$ cat config.mk
export PLATFORM = sky130hd
export DESIGN_NAME = vanilla_sb_multi_tracker
export DESIGN_NICKNAME = d
export VERILOG_FILES = /design/src/rtl/vanilla_sb_multi_tracker.sv
export SDC_FILE = /design/constraint.sdc
export NUM_CORES = 2
export LEC_CHECK = 0
export CAP_MARGIN = 20
export CORE_AREA = 2 2 330 398
export DETAILED_ROUTE_END_ITERATION = 10
export DIE_AREA = 0 0 332 400
export PLACE_DENSITY = 0.8
export SYNTH_ARGS = -nofsm -noshare
export SYNTH_HDL_FRONTEND = slang
export SYNTH_SLANG_ARGS = --single-unit
$ cat constraint.sdc
create_clock -name clk_i -period 3.2 [get_ports clk_i]
set_input_delay 0.64 -clock clk_i [delete_from_list [all_inputs] [get_ports clk_i]]
set_output_delay 0.64 -clock clk_i [all_outputs]
set_load 0.05 [all_outputs]
$ cat src/rtl/vanilla_sb_multi_tracker.sv
// rtl/vanilla_sb_multi_tracker.sv - per-register long-latency op tracker with issue-to-clear latency
// Optional stall-cycle attribution per category: define VANILLA_SB_TRACKER_STALL_ATTR_EN.

module vanilla_sb_multi_tracker #(
  parameter int num_rf_p    = 2,
  parameter int reg_els_p   = 32,
  parameter int num_cat_p   = 8,
  parameter int lat_width_p = 16,
  localparam int rf_id_width_lp    = (num_rf_p > 1) ? $clog2(num_rf_p) : 1,
  localparam int reg_addr_width_lp = (reg_els_p > 1) ? $clog2(reg_els_p) : 1,
  localparam int cat_width_lp      = (num_cat_p > 1) ? $clog2(num_cat_p) : 1
) (
  input  logic                                      clk_i,
  input  logic                                      reset_i,
  input  logic                                      flush_i,
  input  logic                                      stall_id_i,
  input  logic                                      stall_all_i,
  input  logic                                      issue_v_i,
  input  logic [rf_id_width_lp-1:0]                 issue_rf_i,
  input  logic [reg_addr_width_lp-1:0]              issue_rd_i,
  input  logic [cat_width_lp-1:0]                   issue_cat_i,
  input  logic [num_rf_p-1:0]                       clear_v_i,
  input  logic [num_rf_p*reg_addr_width_lp-1:0]     clear_id_i,
  output logic [num_rf_p*reg_els_p*num_cat_p-1:0]   pending_o,
  output logic [num_rf_p-1:0]                       retire_v_o,
  output logic [num_rf_p*reg_addr_width_lp-1:0]     retire_rd_o,
  output logic [num_rf_p*cat_width_lp-1:0]          retire_cat_o,
  output logic [num_rf_p*lat_width_p-1:0]           retire_lat_o,
  output logic                                      protocol_err_o,
  input  logic                                      stall_sb_i,
  input  logic [rf_id_width_lp-1:0]                 stall_rf_i,
  input  logic [reg_addr_width_lp-1:0]              stall_reg_i,
  output logic [num_cat_p*lat_width_p-1:0]          stall_cnt_o
);

  logic [num_rf_p-1:0][reg_els_p-1:0]                    valid_w;
  logic [num_rf_p-1:0][reg_els_p-1:0][cat_width_lp-1:0]  cat_w;
  logic [num_rf_p-1:0][reg_els_p-1:0][lat_width_p-1:0]   age_w;

  logic [num_rf_p-1:0][reg_addr_width_lp-1:0] clr_id;
  logic [num_rf_p-1:0]                        clr_ok;
  logic [num_rf_p-1:0]                        clr_bad;

  logic issue_acc;
  logic issue_rf_ok;
  logic issue_en;
  logic issue_tgt_valid;
  logic issue_tgt_clear;
  logic issue_overwrite;
  logic stall_err;
  logic err_set;

  assign issue_acc   = issue_v_i & ~stall_id_i & ~stall_all_i & ~flush_i;
  assign issue_rf_ok = int'(issue_rf_i) < num_rf_p;
  assign issue_en    = issue_acc & issue_rf_ok;

  // A same-cycle clear of the target retires the old op, so it is not an overwrite.
  assign issue_tgt_valid = issue_rf_ok & valid_w[issue_rf_i][issue_rd_i];
  assign issue_tgt_clear = issue_rf_ok & clear_v_i[issue_rf_i] & (clr_id[issue_rf_i] == issue_rd_i);
  assign issue_overwrite = issue_en & issue_tgt_valid & ~issue_tgt_clear;

  for (genvar f = 0; f < num_rf_p; f++) begin : g_rf
    assign clr_id[f]  = clear_id_i[f*reg_addr_width_lp +: reg_addr_width_lp];
    assign clr_ok[f]  = clear_v_i[f] & valid_w[f][clr_id[f]];
    assign clr_bad[f] = clear_v_i[f] & ~valid_w[f][clr_id[f]];

    for (genvar r = 0; r < reg_els_p; r++) begin : g_reg
      logic                    valid_q;
      logic [cat_width_lp-1:0] cat_q;
      logic [lat_width_p-1:0]  age_q;
      logic                    issue_hit;
      logic                    clear_hit;

      assign issue_hit = issue_en && (issue_rf_i == rf_id_width_lp'(f))
                         && (issue_rd_i == reg_addr_width_lp'(r));
      assign clear_hit = clr_ok[f] && (clr_id[f] == reg_addr_width_lp'(r));

      // Issue has priority so a collision leaves the new op installed.
      always_ff @(posedge clk_i) begin
        if (reset_i) begin
          valid_q <= 1'b0;
          cat_q   <= '0;
          age_q   <= '0;
        end else if (issue_hit) begin
          valid_q <= 1'b1;
          cat_q   <= issue_cat_i;
          age_q   <= lat_width_p'(1);
        end else if (clear_hit) begin
          valid_q <= 1'b0;
          age_q   <= '0;
        end else if (valid_q && (age_q != '1)) begin
          age_q   <= age_q + 1'b1;
        end
      end

      assign valid_w[f][r] = valid_q;
      assign cat_w[f][r]   = cat_q;
      assign age_w[f][r]   = age_q;
      assign pending_o[(f*reg_els_p + r)*num_cat_p +: num_cat_p] =
        valid_q ? (num_cat_p'(1) << cat_q) : '0;
    end
  end

  always_ff @(posedge clk_i) begin
    if (reset_i) begin
      retire_v_o   <= '0;
      retire_rd_o  <= '0;
      retire_cat_o <= '0;
      retire_lat_o <= '0;
    end else begin
      retire_v_o <= clr_ok;
      for (int f = 0; f < num_rf_p; f++) begin
        if (clr_ok[f]) begin
          retire_rd_o[f*reg_addr_width_lp +: reg_addr_width_lp] <= clr_id[f];
          retire_cat_o[f*cat_width_lp +: cat_width_lp]          <= cat_w[f][clr_id[f]];
          retire_lat_o[f*lat_width_p +: lat_width_p]            <= age_w[f][clr_id[f]];
        end
      end
    end
  end

`ifdef VANILLA_SB_TRACKER_STALL_ATTR_EN
  logic                    stall_rf_ok;
  logic                    stall_hit;
  logic [cat_width_lp-1:0] stall_cat;

  assign stall_rf_ok = int'(stall_rf_i) < num_rf_p;
  assign stall_hit   = stall_sb_i & stall_rf_ok & valid_w[stall_rf_i][stall_reg_i];
  assign stall_cat   = cat_w[stall_rf_i][stall_reg_i];
  assign stall_err   = stall_sb_i & ~stall_hit;

  for (genvar c = 0; c < num_cat_p; c++) begin : g_cnt
    logic [lat_width_p-1:0] cnt_q;

    always_ff @(posedge clk_i) begin
      if (reset_i) begin
        cnt_q <= '0;
      end else if (stall_hit && (stall_cat == cat_width_lp'(c)) && (cnt_q != '1)) begin
        cnt_q <= cnt_q + 1'b1;
      end
    end

    assign stall_cnt_o[c*lat_width_p +: lat_width_p] = cnt_q;
  end
`else
  logic unused_stall;

  assign unused_stall = ^{stall_sb_i, stall_rf_i, stall_reg_i};
  assign stall_err    = 1'b0;
  assign stall_cnt_o  = '0;
`endif

  assign err_set = (issue_acc & ~issue_rf_ok) | issue_overwrite | (|clr_bad) | stall_err;

  always_ff @(posedge clk_i) begin
    if (reset_i) begin
      protocol_err_o <= 1'b0;
    end else if (err_set) begin
      protocol_err_o <= 1'b1;
    end
  end

endmodule

==> metrics.md <==
| Metric | Value |
|---|---|
| Number of warning messages in the yosys log | 0 |
| Placed wire-length estimate | 207000 um |
| Routability-driven placement congestion ratio | between 1 and 1.5 |
| Number of core rows | 145 |
| Total I/O pin count | around 730 |
| Vertical die dimension | 400 um |
| Count of final setup violators | 2 |
| Number of enable-type register cells in the synthesized netlist | 0 |
| Setup Fix Bufs, Post-CTS | 0 |
| Clock sink count | 1331 |
| Leakage | 0.0323 uW |
| Cell family with most CP delay | simple AND/OR/NAND/NOR gates |
| Required time at the worst-slack endpoint | 2560 ps |
| WP depth | 3 |
| Run status | finished with violations |
| Startpoint of the most critical register-to-register path | g_rf[0].g_reg[25].valid_q |
| Cell type of the slowest stage on the worst timing path | dlygate4sd2_1 |
| Drt via density | 6.28 |
| Initial Utilization | 57.5% |
| Worst Path Arrival | 2580 ps |
| Max transition margin | between 20 and 30% |
| Class of the tightest hold or removal check | input port to flop |
| Async set-reset flop share out of synthesis | 0% |
| Proportion of layout cells with a drive suffix above 1 | around an eighth |
| Max incr delay on CP | 600 ps |
| Number of cells in the design after placement | roughly 11000 |
| Power Dens Cells | 407 mW/mm^2 |
| Worst slack at placement | -121 ps |
| Hold bufs inserted after CTS | 0 |
| Gate count after technology mapping | 8595 |
| Post-layout minimum cycle time | 3220 ps |
| FF-to-FF setup slack | around 320 ps |
| Number of pins exceeding their max-slew limit in the final report | 0 |
| Grt ovf | 0 |
| Mean instance size in the synthesized netlist | 8.65 sq um |
| Worst-case vdd ir drop | approximately 0.44 mV |
| Largest net degree at the start of global routing | 122 |
| CTS root buf | clkbuf_16 |
| Final standard cell count with taps included and fillers excluded | 11100 |
| Critical Path End Type | output pin |
| Most common cell after layout, fill and taps aside | nor2_1 |
| Number of remaining DRC errors | 0 |
| Maximum achievable frequency | 0.311 GHz |
| Die extent in x | 332 um |
| Total standard cell area after synthesis | 0.0743 sq mm |
| Final wirelength | 269000 um |
| Cells on worst reg2reg path | 9 |
| Count of endpoints failing hold in the final timing report | 0 |
| Layout Area Growth over Synthesis | 19.8% |
| Core ar. | 0.129 sq mm |
| Sequential cell area in the final layout | about 0.027 sq mm |
| Most frequently used flop master after synthesis | dfxtp_1 |
| Critical path class | flop to output pin |
| GRT Total Usage | 39.1% |
| Pre-antenna DRT Iters | 8 |
| Highest net fanout along the worst path | 4 |
| Area of the die | between 0.1 and 0.15 sq mm |
| Worst reg2reg path endpoint | g_rf[0].g_reg[31].age_q[9] |
| Max-cap viol count | 0 |
| # fillers | 10200 |
| Worst Min Path Start | reset_i |
| TritonCTS Buffers | 140 |
| Drt initial violations | 7485 |
| Crit path buf inv count | 1 |
| Most used cells in the layout excluding fill and tap cells | 1624 x nor2_1, 1321 x dfxtp_1, 848 x nand2_1, 548 x nand3_1, 448 x xor2_1 |
| Synth Register Bits | about 1300 |
| Worst-Skew Late Latency | 790 ps |
| Distinct cell type count of the synthesized netlist | 88 |
| Antenna violations before repair | 15 |
| Worst clock skew | around 29 ps |
| DRT antenna net count | 0 |
| Number of global-route vias before repair | about 65000 |
| Violations in the final reports | setup timing |
| Transition time at the pin with the least slew margin | ~1100 ps |
| Sequential-to-total area share from yosys stat | 35.8% |
| Worst Slack Setup Final | -18.1 ps |
| Global-route wire length before repair | 396000 um |
| Crit path to | pending_o[407] |
| Worst slack on hold paths | about 210 ps |
| Clock tree from TritonCTS | done |
| Final Cycle Share | 101% |
| Critical Path Source | g_rf[1].g_reg[18].valid_q |
| Number of port buffers | 589 |
| Net count, final | 9441 |
| Number of buffers on the longest clock path | 3 |
| Area of the multi-input gates | roughly 0.045 sq mm |
| Critical path, cell by cell | nand2_1 > nor2_1 > dlygate4sd2_1 |
| Sort of element at the start of the critical path | flop |
| Total vias in the final route | about 70000 |
| Clock transition at path regs | 60 ps |
| Wire per inst | 24.1 um |
| H-tree levels | 4 |
logic make-up after synthesis:
kind of cell | count (synthesis) | synth area share, %
buffers and inverters | 619 | 4.13
adder cells (fa/ha/maj) | 64 | 1.08
XOR/XNOR | 849 | 10.0
AO/OA/AOI/OAI | 845 | 7.56
multiplexers | 543 | 14.1
AND/OR/NAND/NOR | 4343 | 27.3
other | 1 | 0.00504
flip-flops | 1331 | 35.8
power by group:
group / total (uW) / switching (uW) / internal, uW / leakage, uW
clock network: 17200 / 7140 / 10100 / 0.00235
registers: 16700 / 55.7 / 16600 / 0.0107
logic: 2350 / 1650 / 707 / 0.0192
per-layer routing:
layer | routed length, um | GRT usage [%] | up-vias | share of wire [%]
met5 | 96 | 0 | - | 0.036
met4 | 20200 | 26.0 | 14 | 7.5
met2 | 123000 | 63.3 | 3909 | 46
li1 | - | - | 31600 | -
met3 | 28800 | 8.22 | 817 | 11
met1 | 97200 | 47.2 | 33600 | 36
flip-flops by register name (all words and copies together) (netlist names):
signal and flops:
retire_v_o 2, g_rf.g.valid_q 64, retire_cat_o 6, retire_lat_o 32, g_rf.g.age_q 1024, retire_rd_o 10
protocol_err_o 1, g_rf.g.cat_q 192
layout make-up:
class	instances	share of cell area [%]
diodes	6	0.0169
clock buffers	193	4.54
clock inverters	56	0.828
inverters	116	0.490
multi-input cells	6772	50.7
flip-flops and latches	1331	29.9
well taps	1690	2.37
repair buffers	982	11.1
what timing repair did:
action | 4_1_cts | 5_1_grt
setup endpoints to repair | 194 | 86
pin swaps | 0 | 0
gates resized for setup | 183 | 91
worst register-to-register path: cells and delay by family, from the launching register on:
family,cells,cell delay (ps)
simple gates,2,360
flops,1,490
compound gates,2,820
buf+inv,3,540
mux,2,630
cell usage after synthesis (23+ instances only):
master    number  area, sq um
nand4_1      285         1780
nand2_1      848         3180
nor2_1      1632         6130
nor3b_1       24          180
o211ai_1      23          173
nor4_1        36          225
a211oi_1      37          278
mux4_2       401         9030
and2_1        49          307
clkbuf_1     198          743
inv_1        115          432
or3_1         30          188
nand3_1      548         2740
nor3_1       342         1710
and4_1       100          876
buf_4        152         1140
buf_2         97          485
o21ai_0      107          536
o31ai_1       53          398
a21oi_1      411         2060
and3_1       137          857
mux2i_1      131         1310
ha_1          64          801
a311oi_1      23          201
buf_1         47          176
dfxtp_1     1331        26600
xnor2_1      401         3510
xor2_1       448         3920
nand2b_1     222         1390
metrics by stage:
| step | TNS (ps) | utilization, % | instance area, sq um | total power (uW) |
|---|---|---|---|---|
| after global placement | -823 | 65.2 | 84200 | 19300 |
| after floorplan | 0 | - | 74800 | 18600 |
| final | -36.1 | 68.9 | 89000 | 36200 |
| after detailed placement | -2880 | 65.2 | 84200 | 19300 |
| after global routing | -0.132 | 68.9 | 89000 | 37000 |
| after CTS | 0 | 68.8 | 88800 | 36200 |
worst min-delay path by stage:
stage                                             to  slack, ps  depth (start not counted)
after global routing                  retire_rd_o[8]        210                          2
final                                 retire_rd_o[8]        210                          2
after global placement                retire_rd_o[7]        450                          2
after CTS                             retire_rd_o[8]        180                          2
after floorplan           g_rf[0].g_reg[10].cat_q[2]        450                          2
after detailed placement              retire_rd_o[5]        470                          2
No activity file was read; power rests on OpenSTA's default activity.
